===== src/rtl/regfile_dump_reader.sv =====
// regfile_dump_reader
// Walks register-file read port 3 from START_REG to END_REG and streams each
// value out on a valid/ready beat interface. It pulses done after the final
// handshake. It never touches read ports 1/2, so it can run beside the pipeline.
//
// Build option: define DUMP_CHECKSUM_EN to append one extra beat. That beat
// carries the XOR of every dumped value, tagged with index END_REG and m_last.
//
// State table
//   state | meaning
//   IDLE  | waiting for start; outputs quiet
//   LOAD  | ra3 holds cnt; rd3 is captured into the beat registers at the next edge
//   SEND  | beat presented on m_valid; waiting for m_ready
//   CSUM  | (checksum build only) presenting the XOR beat after END_REG
module regfile_dump_reader #(
    parameter int unsigned START_REG = 0,
    parameter int unsigned END_REG   = 31
) (
    input  logic        clk,
    input  logic        rst,
    input  logic        start,
    output logic [4:0]  ra3,
    input  logic [31:0] rd3,
    output logic        m_valid,
    input  logic        m_ready,
    output logic [31:0] m_data,
    output logic [4:0]  m_idx,
    output logic        m_last,
    output logic        busy,
    output logic        done
);

    localparam logic [1:0] ST_IDLE = 2'd0;
    localparam logic [1:0] ST_LOAD = 2'd1;
    localparam logic [1:0] ST_SEND = 2'd2;
`ifdef DUMP_CHECKSUM_EN
    localparam logic [1:0] ST_CSUM = 2'd3;
`endif

    localparam logic [4:0] START_IDX = 5'(START_REG);
    localparam logic [4:0] END_IDX   = 5'(END_REG);

    logic [1:0]  state_q, state_d;
    logic [4:0]  cnt_q, cnt_d;
    logic [4:0]  ra3_q, ra3_d;
    logic        m_valid_q, m_valid_d;
    logic [31:0] m_data_q, m_data_d;
    logic [4:0]  m_idx_q, m_idx_d;
    logic        m_last_q, m_last_d;
    logic        busy_q, busy_d;
    logic        done_q, done_d;
    logic        handshake;
`ifdef DUMP_CHECKSUM_EN
    logic [31:0] csum_q, csum_d;
`endif

    assign handshake = m_valid_q && m_ready;

    // Next-state and datapath decisions for the dump sequence
    always_comb begin
        state_d   = state_q;
        cnt_d     = cnt_q;
        m_valid_d = m_valid_q;
        m_data_d  = m_data_q;
        m_idx_d   = m_idx_q;
        m_last_d  = m_last_q;
        busy_d    = busy_q;
        done_d    = 1'b0;
`ifdef DUMP_CHECKSUM_EN
        csum_d    = csum_q;
`endif

        case (state_q)
            ST_IDLE: begin
                if (start) begin
                    state_d = ST_LOAD;
                    cnt_d   = START_IDX;
                    busy_d  = 1'b1;
`ifdef DUMP_CHECKSUM_EN
                    csum_d  = '0;
`endif
                end
            end

            ST_LOAD: begin
                // ra3 already equals cnt, so rd3 is the value to stream.
                m_data_d  = rd3;
                m_idx_d   = cnt_q;
                m_valid_d = 1'b1;
`ifdef DUMP_CHECKSUM_EN
                m_last_d  = 1'b0;
                csum_d    = csum_q ^ rd3;
`else
                m_last_d  = (cnt_q == END_IDX);
`endif
                state_d   = ST_SEND;
            end

            ST_SEND: begin
                if (handshake) begin
                    m_valid_d = 1'b0;
                    if (cnt_q != END_IDX) begin
                        cnt_d   = cnt_q + 5'd1;
                        state_d = ST_LOAD;
                    end else begin
`ifdef DUMP_CHECKSUM_EN
                        state_d = ST_CSUM;
`else
                        busy_d  = 1'b0;
                        done_d  = 1'b1;
                        state_d = ST_IDLE;
`endif
                    end
                end
            end

`ifdef DUMP_CHECKSUM_EN
            ST_CSUM: begin
                // First cycle presents the checksum beat; its handshake ends the dump.
                if (!m_valid_q) begin
                    m_valid_d = 1'b1;
                    m_data_d  = csum_q;
                    m_idx_d   = END_IDX;
                    m_last_d  = 1'b1;
                end else if (m_ready) begin
                    m_valid_d = 1'b0;
                    busy_d    = 1'b0;
                    done_d    = 1'b1;
                    state_d   = ST_IDLE;
                end
            end
`endif

            default: begin
                state_d   = ST_IDLE;
                m_valid_d = 1'b0;
                busy_d    = 1'b0;
            end
        endcase

        // The read address register simply shadows the counter.
        ra3_d = cnt_d;
    end

    // State and output registers with synchronous reset
    always_ff @(posedge clk) begin
        if (rst) begin
            state_q   <= ST_IDLE;
            cnt_q     <= START_IDX;
            ra3_q     <= START_IDX;
            m_valid_q <= 1'b0;
            m_data_q  <= '0;
            m_idx_q   <= '0;
            m_last_q  <= 1'b0;
            busy_q    <= 1'b0;
            done_q    <= 1'b0;
        end else begin
            state_q   <= state_d;
            cnt_q     <= cnt_d;
            ra3_q     <= ra3_d;
            m_valid_q <= m_valid_d;
            m_data_q  <= m_data_d;
            m_idx_q   <= m_idx_d;
            m_last_q  <= m_last_d;
            busy_q    <= busy_d;
            done_q    <= done_d;
        end
    end

`ifdef DUMP_CHECKSUM_EN
    // Running XOR of every captured value
    always_ff @(posedge clk) begin
        if (rst) begin
            csum_q <= '0;
        end else begin
            csum_q <= csum_d;
        end
    end
`endif

    assign ra3     = ra3_q;
    assign m_valid = m_valid_q;
    assign m_data  = m_data_q;
    assign m_idx   = m_idx_q;
    assign m_last  = m_last_q;
    assign busy    = busy_q;
    assign done    = done_q;

endmodule


===== config.mk =====
export PLATFORM = sky130hd
export DESIGN_NAME = regfile_dump_reader
export DESIGN_NICKNAME = d
export VERILOG_FILES = /design/src/rtl/regfile_dump_reader.sv
export SDC_FILE = /design/constraint.sdc
export NUM_CORES = 1
export LEC_CHECK = 0
export BUFFER_PORTS_ARGS = -buffer_cell sky130_fd_sc_hd__buf_2
export CAP_MARGIN = 20
export CORE_ASPECT_RATIO = 0.6
export CORE_UTILIZATION = 50
export DETAILED_ROUTE_END_ITERATION = 10
export PLACE_DENSITY_LB_ADDON = 0.05
export SYNTH_ARGS = -nofsm -noshare
export SYNTH_HDL_FRONTEND = slang
export SYNTH_SLANG_ARGS = --single-unit

===== constraint.sdc =====
create_clock -name clk -period 2.93 [get_ports clk]
set_clock_uncertainty 0.2 [all_clocks]
set_input_delay 0.586 -clock clk [delete_from_list [all_inputs] [get_ports clk]]
set_output_delay 0.586 -clock clk [all_outputs]
set_load 0.02 [all_outputs]

-- Word level (Yosys, flattened, before mapping)
Cells that the tools add are included.
- output and inout port bits: 46
- word-level logic and storage cells: 44
- input bits: 36
- register bits after elaboration: 48
- muxes and demuxes: 15
- reduce and logical (&&, ||, !) cells: 8
- equal/unequal tests: 8
- bitwise logic cells: 4
- add/sub/neg operators: 1
- operators with widths (kind ; count):
    $mux 5 ; 3
    $pmux 5 s2 ; 1
    $ne 2x2->1 const B ; 4
    $reduce_and 4->1 ; 2
    $mux 1 ; 6
    $pmux 1 s3 ; 2
    $pmux 2 s3 ; 1
    $add 5x1->5 const B ; 1
    $eq 5x5->1 const B ; 1
    $ne 5x5->1 const B ; 1
    $mux 2 ; 2
    $not 1->1 ; 4
    $reduce_and 2->1 ; 2
    $reduce_or 3->1 ; 1
    $eq 2x1->1 const B ; 1
    $eq 2x2->1 const B ; 1
    $logic_not 2->1 ; 1
    $reduce_bool 2->1 ; 1
    $logic_and 1x1->1 ; 1

-- Logic depth before layout (Yosys ltp)
- depth in word-level cells: 4
- mapped depth: 6
- gate-level depth less buffers: 6

-- Worst setup path before layout
OpenSTA, ideal clock, no wires.
- kind: register to register
- from: register ra3[0] (netlist name)
- to: register ra3_q[1] (netlist: ra3[1])
- data required time: 2613 ps
- data arrival time: 1653 ps
- path slack: 960 ps
- clock period less this slack: 1970 ps
- buffers on the path: 0
- library setup time: 117 ps
- cell stages (with the launch flop): 7
- path through: dfxtp_1 > ha_1 > and3_1 > ha_1 > nand4b_4 > a21o_1 > a32o_1
- RTL lines (what ; RTL line ; RTL):
    end signal, assigned ; 160 ; ra3_q <= ra3_d;
    end, declared ; 45 ; logic [4:0] ra3_q, ra3_d;

==> reports/qor.csv <==
metric;value;unit
combPwrFrac;13.1;%
num_rows;16;
critPathRequiredTime;2.92;ns
slew_violations;0;
critPathArrivalTime;2.03;ns
drc;0;
gr-total-overflow;0;
place_ws;0.919;ns
dr.pass1.iters;4;
grt_pass1_wl;6730;um
wl_per_cell;12.0;um
slew_headroom;45.7;%
finalCriticalPeriod;2.04;ns
drive_above_1_share;32.4;%
p_switching;0.339;mW
seqPwrFrac;54.9;%
worstSetupPathType;reg -> reg;
clockPowerShare;31.9;%
port_buffers;81;
yosysMostFrequentCell;nand2_1;
first_global_vias;1413;
synth_top_area_share;52.0;%
dieArea;3950;um2
synth_fp_nets;257;
core;3380;um2
grt.total_usage;22.0;%
pin_count;82;
initial_utilization;54.6;%
yosys_most_used_dff;dfxtp_1;
fillers;298;
status;completed;
ys_async_sr_fraction;0;%
cts-root-buf;clkbuf_8;
drt_iter0_markers;84;
irDropWorstVdd;336;uV
finalSetupTns;0;ns
netSwitchingFraction;26.7;%
powerDensity;547;nW/um2
ys_warn_count;0;
fmax;491;MHz
crit_chain;ha_1, and3_1, ha_1, nand4b_4, a21o_1, a32o_1;
drt_wl_total;4100;um
clock-sinks;48;
htree_levels;2;
timing_hold_violations_final;0;
cts_setup_buffers;0;
worst_hold_path_type;reg -> reg;
worstSetupStartpointType;flip-flop;
layout.cells.non_filler;341;
crit_path_max_incr_delay;0.37;ns
seq_area_frac_synth;52.0;%
fin_crit_sh;69.5;%
num_antenna_cells;0;
leakage;1.09;nW
drv_cap;0;
critPathTopFamily;compound AO/OA/AOI/OAI gates;
max_slew.worst_pin.slew;0.813;ns
cts_tree;built;
synth_edf_count;0;
critPathMaxFanout;6;
setup_slack;0.895;ns
ys_ff_latch;48;
viasPerCell;4.92;
finalSetupViolations;0;
cp_common_cell;ha_1;
synth_top_cell_by_area;dfxtp_1;
grt_max_degree;39;
area_growth;26.1;%
antenna_found_initial;0;
gp_congestion;0.852;
place_hpwl;2870;um
critPathBufInv;0;
critPathSlowestCell;dfxtp_1;
avgSynthCellArea;8.43;um2
vias;1679;
synthCells;219;
netlist_top_cells_area;dfxtp_1 52%, nand2_1 16%, a21oi_1 11%;
final_nets;333;
clk_latency;0.29;ns
ant_nets;0;
die_h;49.1;um
crit_cells;6;
clkTransAtPathRegs;0.09;ns
place_inst;333;
rsz0062_at_grt;false;
post_cts_resized;0;
holdPathStages;2;
internal_power;0.933;mW
cts_hold_buf;0;
synth_common_cells;77 x nand2_1, 48 x dfxtp_1, 40 x a21oi_1;
cts_made_buffers;5;
clock_path_buffers;2;
die_w;80.5;um
syn_area;1850;um2
ys_types;30;
end_kind;flip-flop;
reg2regPathDepth;6;
==> metrics by stage <==
| step | hold slack [ns] | cell area [um2] | total power, mW | utilization, % |
|---|---|---|---|---|
| global route | 0.277 | 2330 | 1.34 | 68.8 |
| CTS | 0.257 | 2330 | 1.28 | 68.8 |
| floorplan | 0.331 | 1850 | 0.826 | - |
| global placement | 0.239 | 2230 | 0.881 | 65.9 |
| detailed placement | 0.244 | 2230 | 0.881 | 65.9 |
| finish | 0.256 | 2330 | 1.27 | 68.8 |
==> cell type report <==
type / instances / area, um2 / share of cell area (%)
Timing Repair Buffer: 84 / 428 / 18.4
Sequential cell: 48 / 961 / 41.3
Clock inverter: 2 / 15.0 / 0.645
Multi-Input combinational cell: 151 / 767 / 32.9
Tap cell: 45 / 56.3 / 2.42
Clock buffer: 6 / 82.6 / 3.55
Inverter: 5 / 18.8 / 0.806
==> cell families after synthesis <==
| logic type | Yosys count | synth area share, % |
|---|---|---|
| compound gates | 52 | 15.7 |
| buf+inv | 20 | 6.44 |
| flops | 48 | 52.0 |
| fa+ha+maj | 2 | 1.35 |
| simple gates | 97 | 24.5 |
==> worst min-delay path, cell delays in order (launching register included) <==
cell     delay [ns]
dfxtp_1        0.31
nand2_1        0.05
a21oi_1        0.05
==> power groups by stage <==
stage | sequential [mW] | combinational [mW] | clock [mW]
6_report | 0.699 | 0.167 | 0.407
5_1_grt | 0.703 | 0.185 | 0.450
4_1_cts | 0.699 | 0.168 | 0.415
3_5_place_dp | 0.714 | 0.167 | 0
3_3_place_gp | 0.714 | 0.168 | 0
2_1_floorplan | 0.740 | 0.0860 | 0
==> worst paths after layout <==
path	startpoint	endpoint	slack, ns
max	ra3[0]$_SDFFE_PP0P_	ra3[1]$_SDFFE_PP0P_	0.89
min reg2reg	m_data[26]$_SDFFE_PP0P_	m_data[26]$_SDFFE_PP0P_	0.26
max reg2reg	ra3[0]$_SDFFE_PP0P_	ra3[1]$_SDFFE_PP0P_	0.89
min	m_data[26]$_SDFFE_PP0P_	m_data[26]$_SDFFE_PP0P_	0.26
==> per-layer routing <==
layer	GRT usage, %	part of all wire, %
met5	0	0
met4	3.57	0.39
met3	9.53	9.7
met2	29.2	37
met1	33.0	53
==> placed cells by master (no fill, tap or decap), drive strengths merged, types with 2 or more instances in the layout <==
cell type and count:
clkbuf 6, o21ai 3, nand4b 2, nand2 77, nor2b 3, nand3 4, inv 5, clkinvlp 2
nor2 2, ha 2, dfxtp 48, buf 84, a31oi 2, and3 3, a32o 2, a21oi 40
==> state kept, by name, indices dropped and copies added (netlist names) <==
signal / flops
busy: 1
done: 1
m_data: 32
m_idx: 5
m_last: 1
m_valid: 1
ra3: 5
state_q: 2
(Power assumes the default switching activity.)
